===== src/rtl/mem_req_arbiter.sv =====
// mem_req_arbiter: shares one sram-like memory port between the instruction
// fetch requester (inst_*) and the data requester (data_*).
//   - inst_*/data_* : request side, req held until the matching *_addr_ok
//   - *_addr_ok     : request accepted this cycle
//   - *_data_ok     : response for that requester this cycle, rdata = mem_rdata
//   - mem_*         : downstream port, muxed from the granted side
// Data wins arbitration unless fetch has waited STARVE_LIM data grants.
// Outstanding requests are tracked in a 1-bit owner FIFO so in-order
// downstream responses are routed back to the requester that issued them.
module mem_req_arbiter #(
    parameter int OUTSTANDING = 4,
    parameter int STARVE_LIM  = 4
) (
    input  logic        clk,
    input  logic        reset,
    input  logic        inst_req,
    input  logic        inst_wr,
    input  logic [1:0]  inst_size,
    input  logic [31:0] inst_addr,
    input  logic [3:0]  inst_wstrb,
    input  logic [31:0] inst_wdata,
    output logic        inst_addr_ok,
    output logic        inst_data_ok,
    output logic [31:0] inst_rdata,
    input  logic        data_req,
    input  logic        data_wr,
    input  logic [1:0]  data_size,
    input  logic [31:0] data_addr,
    input  logic [3:0]  data_wstrb,
    input  logic [31:0] data_wdata,
    output logic        data_addr_ok,
    output logic        data_data_ok,
    output logic [31:0] data_rdata,
    output logic        mem_req,
    output logic        mem_wr,
    output logic [1:0]  mem_size,
    output logic [31:0] mem_addr,
    output logic [3:0]  mem_wstrb,
    output logic [31:0] mem_wdata,
    input  logic        mem_addr_ok,
    input  logic        mem_data_ok,
    input  logic [31:0] mem_rdata
);
    localparam int PW = $clog2(OUTSTANDING);
    localparam int CW = $clog2(OUTSTANDING + 1);
    localparam int SW = $clog2(STARVE_LIM + 1);
    localparam logic [CW-1:0] FULL = CW'(OUTSTANDING);
    localparam logic [SW-1:0] SLIM = SW'(STARVE_LIM);

    typedef enum logic [1:0] {IDLE, HOLD_I, HOLD_D} state_t;

    state_t        state, state_nx;
    logic          gnt_i, gnt_d;
    logic          accept, resp_vld, head;
    logic [CW-1:0] cnt;
    logic [PW-1:0] wptr, rptr;
    logic [SW-1:0] starve;
    logic          owner_q [OUTSTANDING];

    // Grant selection and hold tracking. Once a request is presented and
    // not taken, the grant is frozen until downstream accepts it.
    always_comb begin
        gnt_i    = 1'b0;
        gnt_d    = 1'b0;
        state_nx = state;
        case (state)
            IDLE: begin
                if (cnt < FULL) begin
                    if (inst_req && (starve == SLIM || !data_req)) gnt_i = 1'b1;
                    else if (data_req)                             gnt_d = 1'b1;
                end
                if (gnt_i && !mem_addr_ok) state_nx = HOLD_I;
                if (gnt_d && !mem_addr_ok) state_nx = HOLD_D;
            end
            // A requester withdrawing a held request is a protocol error;
            // releasing the hold keeps the port from locking up.
            HOLD_I: begin
                gnt_i = 1'b1;
                if (mem_addr_ok || !inst_req) state_nx = IDLE;
            end
            HOLD_D: begin
                gnt_d = 1'b1;
                if (mem_addr_ok || !data_req) state_nx = IDLE;
            end
            default: state_nx = IDLE;
        endcase
    end

    assign mem_req   = ~reset & ((gnt_i & inst_req) | (gnt_d & data_req));
    assign mem_wr    = gnt_i ? inst_wr    : data_wr;
    assign mem_size  = gnt_i ? inst_size  : data_size;
    assign mem_addr  = gnt_i ? inst_addr  : data_addr;
    assign mem_wstrb = gnt_i ? inst_wstrb : data_wstrb;
    assign mem_wdata = gnt_i ? inst_wdata : data_wdata;

    assign accept       = mem_req & mem_addr_ok;
    assign inst_addr_ok = accept & gnt_i;
    assign data_addr_ok = accept & gnt_d;

    // A response with nothing outstanding is dropped: no pop, no data_ok.
    assign head         = owner_q[rptr];
    assign resp_vld     = ~reset & mem_data_ok & (cnt != '0);
    assign inst_data_ok = resp_vld & ~head;
    assign data_data_ok = resp_vld & head;
    assign inst_rdata   = mem_rdata;
    assign data_rdata   = mem_rdata;

    always_ff @(posedge clk) begin
        if (reset) begin
            state  <= IDLE;
            cnt    <= '0;
            wptr   <= '0;
            rptr   <= '0;
            starve <= '0;
        end else begin
            state <= state_nx;
            // OUTSTANDING is a power of 2, so pointers wrap naturally.
            if (accept)   wptr <= wptr + 1'b1;
            if (resp_vld) rptr <= rptr + 1'b1;
            case ({accept, resp_vld})
                2'b10:   cnt <= cnt + 1'b1;
                2'b01:   cnt <= cnt - 1'b1;
                default: cnt <= cnt;
            endcase
            if (!inst_req || inst_addr_ok)         starve <= '0;
            else if (data_addr_ok && starve != SLIM) starve <= starve + 1'b1;
        end
    end

    // Owner storage needs no reset: entries are only read below cnt.
    always_ff @(posedge clk) begin
        if (accept) owner_q[wptr] <= gnt_d;
    end
endmodule

===== config.mk =====
export PLATFORM = sky130hd
export DESIGN_NAME = mem_req_arbiter
export DESIGN_NICKNAME = d
export VERILOG_FILES = /design/src/rtl/mem_req_arbiter.sv
export SDC_FILE = /design/constraint.sdc
export NUM_CORES = 1
export LEC_CHECK = 0
export BUFFER_PORTS_ARGS = -buffer_cell sky130_fd_sc_hd__buf_4
export CORE_AREA = 3 3 123 125
export DETAILED_ROUTE_END_ITERATION = 16
export DIE_AREA = 0 0 126 128
export PLACE_DENSITY = 0.52
export SKIP_LAST_GASP = 1
export SLEW_MARGIN = 15
export SYNTH_ARGS = -nofsm -noshare
export SYNTH_HDL_FRONTEND = slang
export SYNTH_SLANG_ARGS = --single-unit

===== constraint.sdc =====
create_clock -name clk -period 2.2 [get_ports clk]
set_input_delay 0.33 -clock clk [delete_from_list [all_inputs] [get_ports clk]]
set_output_delay 0.33 -clock clk [all_outputs]
set_load 0.01 [all_outputs]

==> summary.md, run 1 <==
| Metric | Value |
|---|---|
| YS warnings | 0 |
| Hold Violations, Final | 0 |
| Clock Skews | approximately 0.004 ns |
| Worst Tran Pin Value | around 0.37 ns |
| Max FO, Critical Path | 8 |
| Vias in the first global route | 2524 |
| Most used DFF post-synth | dfxtp_1 |
| WHS | between 0.2 and 0.3 ns |
| PwrDens | between 300 and 400 nW/um2 |
| Synth-to-Final Area Change | 92.3% |
| DRT Wirelength | approximately 10000 um |
| Count of cell types in the netlist | 36 |
| Routed WL per cell | about 17 um |
| Setup CP Type | register to output pin |
| Register area share after synthesis | 16.9% |
| Synthesized flop and latch total | 18 |
| First-pass GRT wire length | 13300 um |
| Rows | 43 |
| WL met2 | between 5000 and 6000 um |
| Via-per-instance ratio | approximately 4.1 |
| Synth top area share | between 30% and 40% |
| Die height | ~130 um |
| Clk slew on worst S/H paths | 0.05 ns |
| LEAKAGE | 0.00228 uW |
| CTS buffer count | 3 |
| Required @ worst endpoint | around 1.9 ns |
| Vias post-DR | between 2k and 2.5k |
| CTS Sinks | 18 |
| Mapped Area | between 2000 and 2500 um2 |
| Uppermost routed layer | met4 |
| Die area | roughly 16000 um2 |
| Synth area leaders | mux2_2, buf_4, dfxtp_1 |
| Synthesized net count | roughly 450 |
| Area leader, netlist | mux2_2 |
| Worst r2r dst | cnt[2] |
| DP Wirelength | between 7000 and 8000 um |
| IO Pins | 320 |
| FF-to-FF path depth | 9 |
| GRT Util Overall | about 10% |
| Met3 wire length | between 800 and 900 um |
| Initial antenna violation count | 0 |
| Failing checks | setup timing |
| Worst slew margin | between 70 and 80% |
| WL met1 | between 3000 and 4000 um |
| Clock Latency Late Sink | 0.25 ns |
| Worst vdd ir | between 0.15 and 0.2 mV |
| Status | finished, violations left |
| Count leader, synth | mux2_2 |
| Worst hold path class | input port to register |
| Peak Freq | about 440 MHz |
| Slew Viols, Final | 0 |
| Min-delay src | mem_addr_ok |
| CP Launch Point | starve[1] |
| Die W | around 130 um |
| CTS root buf | clkbuf_16 |
| GRT Residual Overflow | 0 |
| Crit end category | output pin |
| CTS tree | built |
| Post-synth EDFFs | 4 |
| Starting Density | between 15 and 20% |
| R2r setup slk | between 0.1 and 0.15 ns |
| Post-route worst setup slack | -0.0758 ns |
| Core area | ~14000 um2 |
| Commonest cells in the netlist | mux2_2, buf_4, nor2_1 |
| Number of diodes | 0 |
| Unrepaired setup endpoints after global routing | true |
| CP Launch Type | register |
| FF-to-FF Start | state[1] |
| DRT iter0 DRCs | 40 |
| Max-Cap Viols | 0 |
| DR pass1 iterations | 4 |
| Placer Congestion | between 0.7 and 0.8 |
| Tcrit/Tclk final | 103% |
| Post-synth ARST share | 0% |
| Mean Syn Cell Area | ~9.2 um2 |
| Data arrival time of the worst path | between 1.5 and 2 ns |
| Max Root-Sink Buffers | 2 |
| Layout cells sized above 1 | between 70 and 80% |
| Largest net degree at the start of global routing | 22 |
| Final setup violation count | a little over 70 |
| Critical path endpoint | mem_addr[19] |
| H-Tree Depth | 1 |
| Minimum clock period | 2.28 ns |
| Pwr Total | ~1800 uW |
| # DRC | 0 |
| Port Buf Inserts | between 200 and 250 |
| Synth Instances | around 260 |
| DRT antenna net count | 0 |
| Final nets | 623 |
## metal layers
layer	GRT usage, %	up-vias
li1	-	1173
met1	11.9	1147
met2	18.8	145
met3	2.38	31
met4	3.41	0
met5	0	-
## area by class of cell
cell class / instances / area [um2]
fillers: 1436 / 9420
repair buffers: 248 / 2240
multi-input cells: 150 / 1570
flip-flops and latches: 18 / 407
well taps: 180 / 225
clock buffers: 3 / 75.1
inverters: 14 / 52.6
clock inverters: 1 / 3.75
## worst min-delay path by stage
stage	slack, ns	depth (start not counted)	endpoint
after floorplan	0.41	1	state[1]
after global placement	0.50	2	starve[1]
after detailed placement	0.51	2	cnt[1]
after CTS	0.26	2	state[1]
after global routing	0.26	2	state[1]
final	0.25	2	state[1]
## layout by cell type, fill, tap and decap left out, drive strengths merged
| master | count |
|---|---|
| dfxtp | 14 |
| buf | 244 |
| mux2 | 72 |
| xor2 | 3 |
| clkinv | 1 |
| clkbuf | 7 |
| nand3 | 2 |
| nor3b | 1 |
| and2 | 1 |
| or3 | 4 |
| nor3 | 2 |
| nor2 | 18 |
| nor2b | 2 |
| fa | 1 |
| mux4 | 1 |
| o211ai | 1 |
| inv | 14 |
| xnor2 | 2 |
| a311oi | 1 |
| edfxtp | 4 |
| nand2 | 3 |
| nand2b | 4 |
| a31oi | 1 |
| o32ai | 2 |
| ha | 7 |
| and3 | 1 |
| nand3b | 1 |
| nor4 | 3 |
| o21ai | 6 |
| a21oi | 11 |
## worst max-delay path: stages, from the launching register on
cell and delay, ns:
dfxtp_2 0.33, inv_2 0.05, ha_4 0.16, nand2_4 0.08, a21oi_4 0.06, o21ai_4 0.21
buf_12 0.18, buf_12 0.15, mux2_4 0.34, buf_6 0.13
## cells by family (layout without fill, tap and decap cells)
| group | after synthesis | in the layout | synth area share, % |
|---|---|---|---|
| multiplexers | 73 | 73 | 35.1 |
| adder cells (fa/ha/maj) | 8 | 8 | 4.53 |
| AO/OA/AOI/OAI | 22 | 22 | 5.90 |
| AND/OR/NAND/NOR | 42 | 42 | 8.85 |
| XOR/XNOR | 5 | 5 | 1.84 |
| buffers and inverters | 89 | 266 | 26.9 |
| flip-flops | 18 | 18 | 16.9 |
## timing repair
action                     in CTS  in global routing
pin swaps                       3                  2
setup endpoints to repair      72                 72
resized for setup              26                101
hold buffers                    0                  0
gates cloned                    4                  5
setup buffers                   6                  3
## power breakdown
group          internal (uW)  switching [uW]  total [uW]
Clock                    242             126         368
Sequential               355            11.4         366
Combinational            693             397        1090
## through the flow
step	std cells	worst slack [ns]	area, um2	TNS [ns]	utilization, %
after floorplan	257	0.00246	2380	0	-
after global placement	594	0.0450	3780	0	27.0
after detailed placement	594	-0.0153	3780	-0.0153	27.0
after CTS	607	-0.108	4080	-4.20	29.2
after global routing	614	-0.146	4570	-7.77	32.6
final	614	-0.0758	4570	-2.97	32.6
Power figures use the tool's default switching activity.
==> inputs of run 2 (changes only) <==
--- a/config.mk
+++ b/config.mk
@@ -10,6 +10,7 @@
 export DETAILED_ROUTE_END_ITERATION = 16
 export DIE_AREA = 0 0 126 128
 export PLACE_DENSITY = 0.52
+export SETUP_SLACK_MARGIN = 0.05
 export SKIP_LAST_GASP = 1
 export SLEW_MARGIN = 15
 export SYNTH_ARGS = -nofsm -noshare
==> run 2 against run 1 <==
  * The run still ends with setup timing left
  * Sequential power is essentially flat
  * Final cell count grew 0.65%
  * Largest power group unchanged
  * Via count rose by 0.20%
  * Clock power barely moved
  * Core utilization grew 0.61 points
==> summary.md, run 2 (synthesized netlist as in run 1, its figures left out) <==
| Metric | Value |
|---|---|
| Vias in the first global route | 2712 |
| Clk slew on worst S/H paths | roughly 0.050 ns |
| Final nets | 627 |
| Post-layout util | approximately a third |
| CP Launch Type | register |
| Hold Violations, Final | 0 |
| Most common cell after layout, fill and taps aside | buf_4 |
| DRT Wirelength | approximately 12000 um |
| Clock Skews | roughly 0.0014 ns |
| Placer Congestion | just under 0.8 |
| Die area | about 16000 um2 |
| Routed WL per cell | between 15 and 20 um |
| CTS Sinks | 18 |
| Worst Tran Pin Value | about 0.35 ns |
| CTS buffer count | 3 |
| Vias post-DR | 2501 |
| DP Wirelength | slightly above 9000 um |
| GRT Residual Overflow | 0 |
| Peak Freq | around 430 MHz |
| Status | finished, violations left |
| Max-Cap Viols | 0 |
| Slew Viols, Final | 0 |
| Most frequent cells in the layout | buf_4, buf_6, mux2_4 |
| PwrDens | ~400 nW/um2 |
| Clock Latency Late Sink | 0.25 ns |
| Initial antenna violation count | 0 |
| Via-per-instance ratio | roughly 4 |
| Die height | 128 um |
| DRT antenna net count | 0 |
| Data arrival time of the worst path | approximately 2 ns |
| Setup CP Type | register to output pin |
| Largest net degree at the start of global routing | 17 |
| Failing checks | setup timing |
| Starting Density | between 15 and 20% |
| CTS root buf | clkbuf_16 |
| First-pass GRT wire length | roughly 16000 um |
| Layout cells sized above 1 | 79.0% |
| Crit end category | output pin |
| Max Root-Sink Buffers | 2 |
| Number of diodes | 0 |
| DRT iter0 DRCs | 79 |
| Synth-to-Final Area Change | 95.8% |
| Tcrit/Tclk final | 106% |
| Rows | 43 |
| IO Pins | 320 |
| R2r setup slk | roughly 0.21 ns |
| Final setup violation count | 71 |
| Die W | roughly 130 um |
| Pwr Total | about 1900 uW |
| Core area | 14000 um2 |
| Port Buf Inserts | between 200 and 250 |
| Worst vdd ir | 0.229 mV |
| H-Tree Depth | 1 |
| DR pass1 iterations | 5 |
| Post-route worst setup slack | -0.133 ns |
| Layout fillers | around 1.5k |
| Worst slew margin | around 77% |
| Worst hold path class | input port to register |
| Unrepaired setup endpoints after global routing | true |
| Final TNS setup | -5.44 ns |
| Max FO, Critical Path | 5 |
| Required @ worst endpoint | ~1.9 ns |
| CTS tree | built |
| # DRC | 0 |
| GRT Util Overall | about an eighth |
| Minimum clock period | approximately 2.3 ns |
| LEAKAGE | about 0.0023 uW |
| Post-Place Setup Slack | approximately 0.0014 ns |
## run 2: changes by cell type in the layout (fill, tap and decap cells not counted), moves of 2 or more
cell	change
nand2b_4	+2
buf_12	+4
mux2_2	+5
clkbuf_16	-2
mux2_4	-5
buf_16	+2
## run 2: timing repair
action,in CTS,in global routing
resized for setup,47,76
setup buffers,12,3
endpoints found under the setup margin,71,72
hold buffers,0,0
pin swaps,3,2
gates cloned,6,2
## run 2: layout make-up
cell class / instances / area [um2] / area share, %
timing repair buffer: 252 / 2310 / 49.7
multi-input combinational: 150 / 1580 / 33.9
sequential: 18 / 405 / 8.72
tap: 180 / 225 / 4.84
clock buffer: 3 / 75.1 / 1.61
inverter: 14 / 52.6 / 1.13
clock inverter: 1 / 3.75 / 0.0807
## run 2: power by group
group | total, uW | internal, uW | leakage, uW | switching [uW]
combinational | 1130 | 720 | 0.00211 | 415
sequential | 366 | 355 | 0.000152 | 11.8
clock | 366 | 242 | 0.0000385 | 124
## run 2: critical path, stage by stage (launching register included)
cell	delay, ns
dfxtp_2	0.32
inv_2	0.08
ha_4	0.15
nand2_4	0.06
a21oi_4	0.15
o21ai_4	0.08
buf_12	0.13
buf_12	0.12
buf_12	0.12
buf_16	0.13
mux2_4	0.30
buf_6	0.12
## run 2: layer usage
layer / vias up / track usage (%) / share of wire (%)
met5: - / 0 / 0
met4: 0 / 1.26 / 1.0
met3: 13 / 3.58 / 7.9
met2: 140 / 24.2 / 55
met1: 1166 / 14.8 / 36
li1: 1182 / - / -
## run 2: worst paths after layout
check,endpoint,cells after the start,startpoint
hold reg to reg,cnt[2],2,cnt[2]
hold / removal,state[1],2,mem_addr_ok
setup / recovery,mem_addr[2],11,starve[1]
setup reg to reg,cnt[2],9,state[0]
## run 2: metrics by stage
step	instances	hold WS [ns]	area, um2
2_1_floorplan	257	0.407	2410
3_3_place_gp	592	0.500	3790
3_5_place_dp	592	0.519	3790
4_1_cts	614	0.258	4310
5_1_grt	618	0.256	4650
6_report	618	0.256	4650
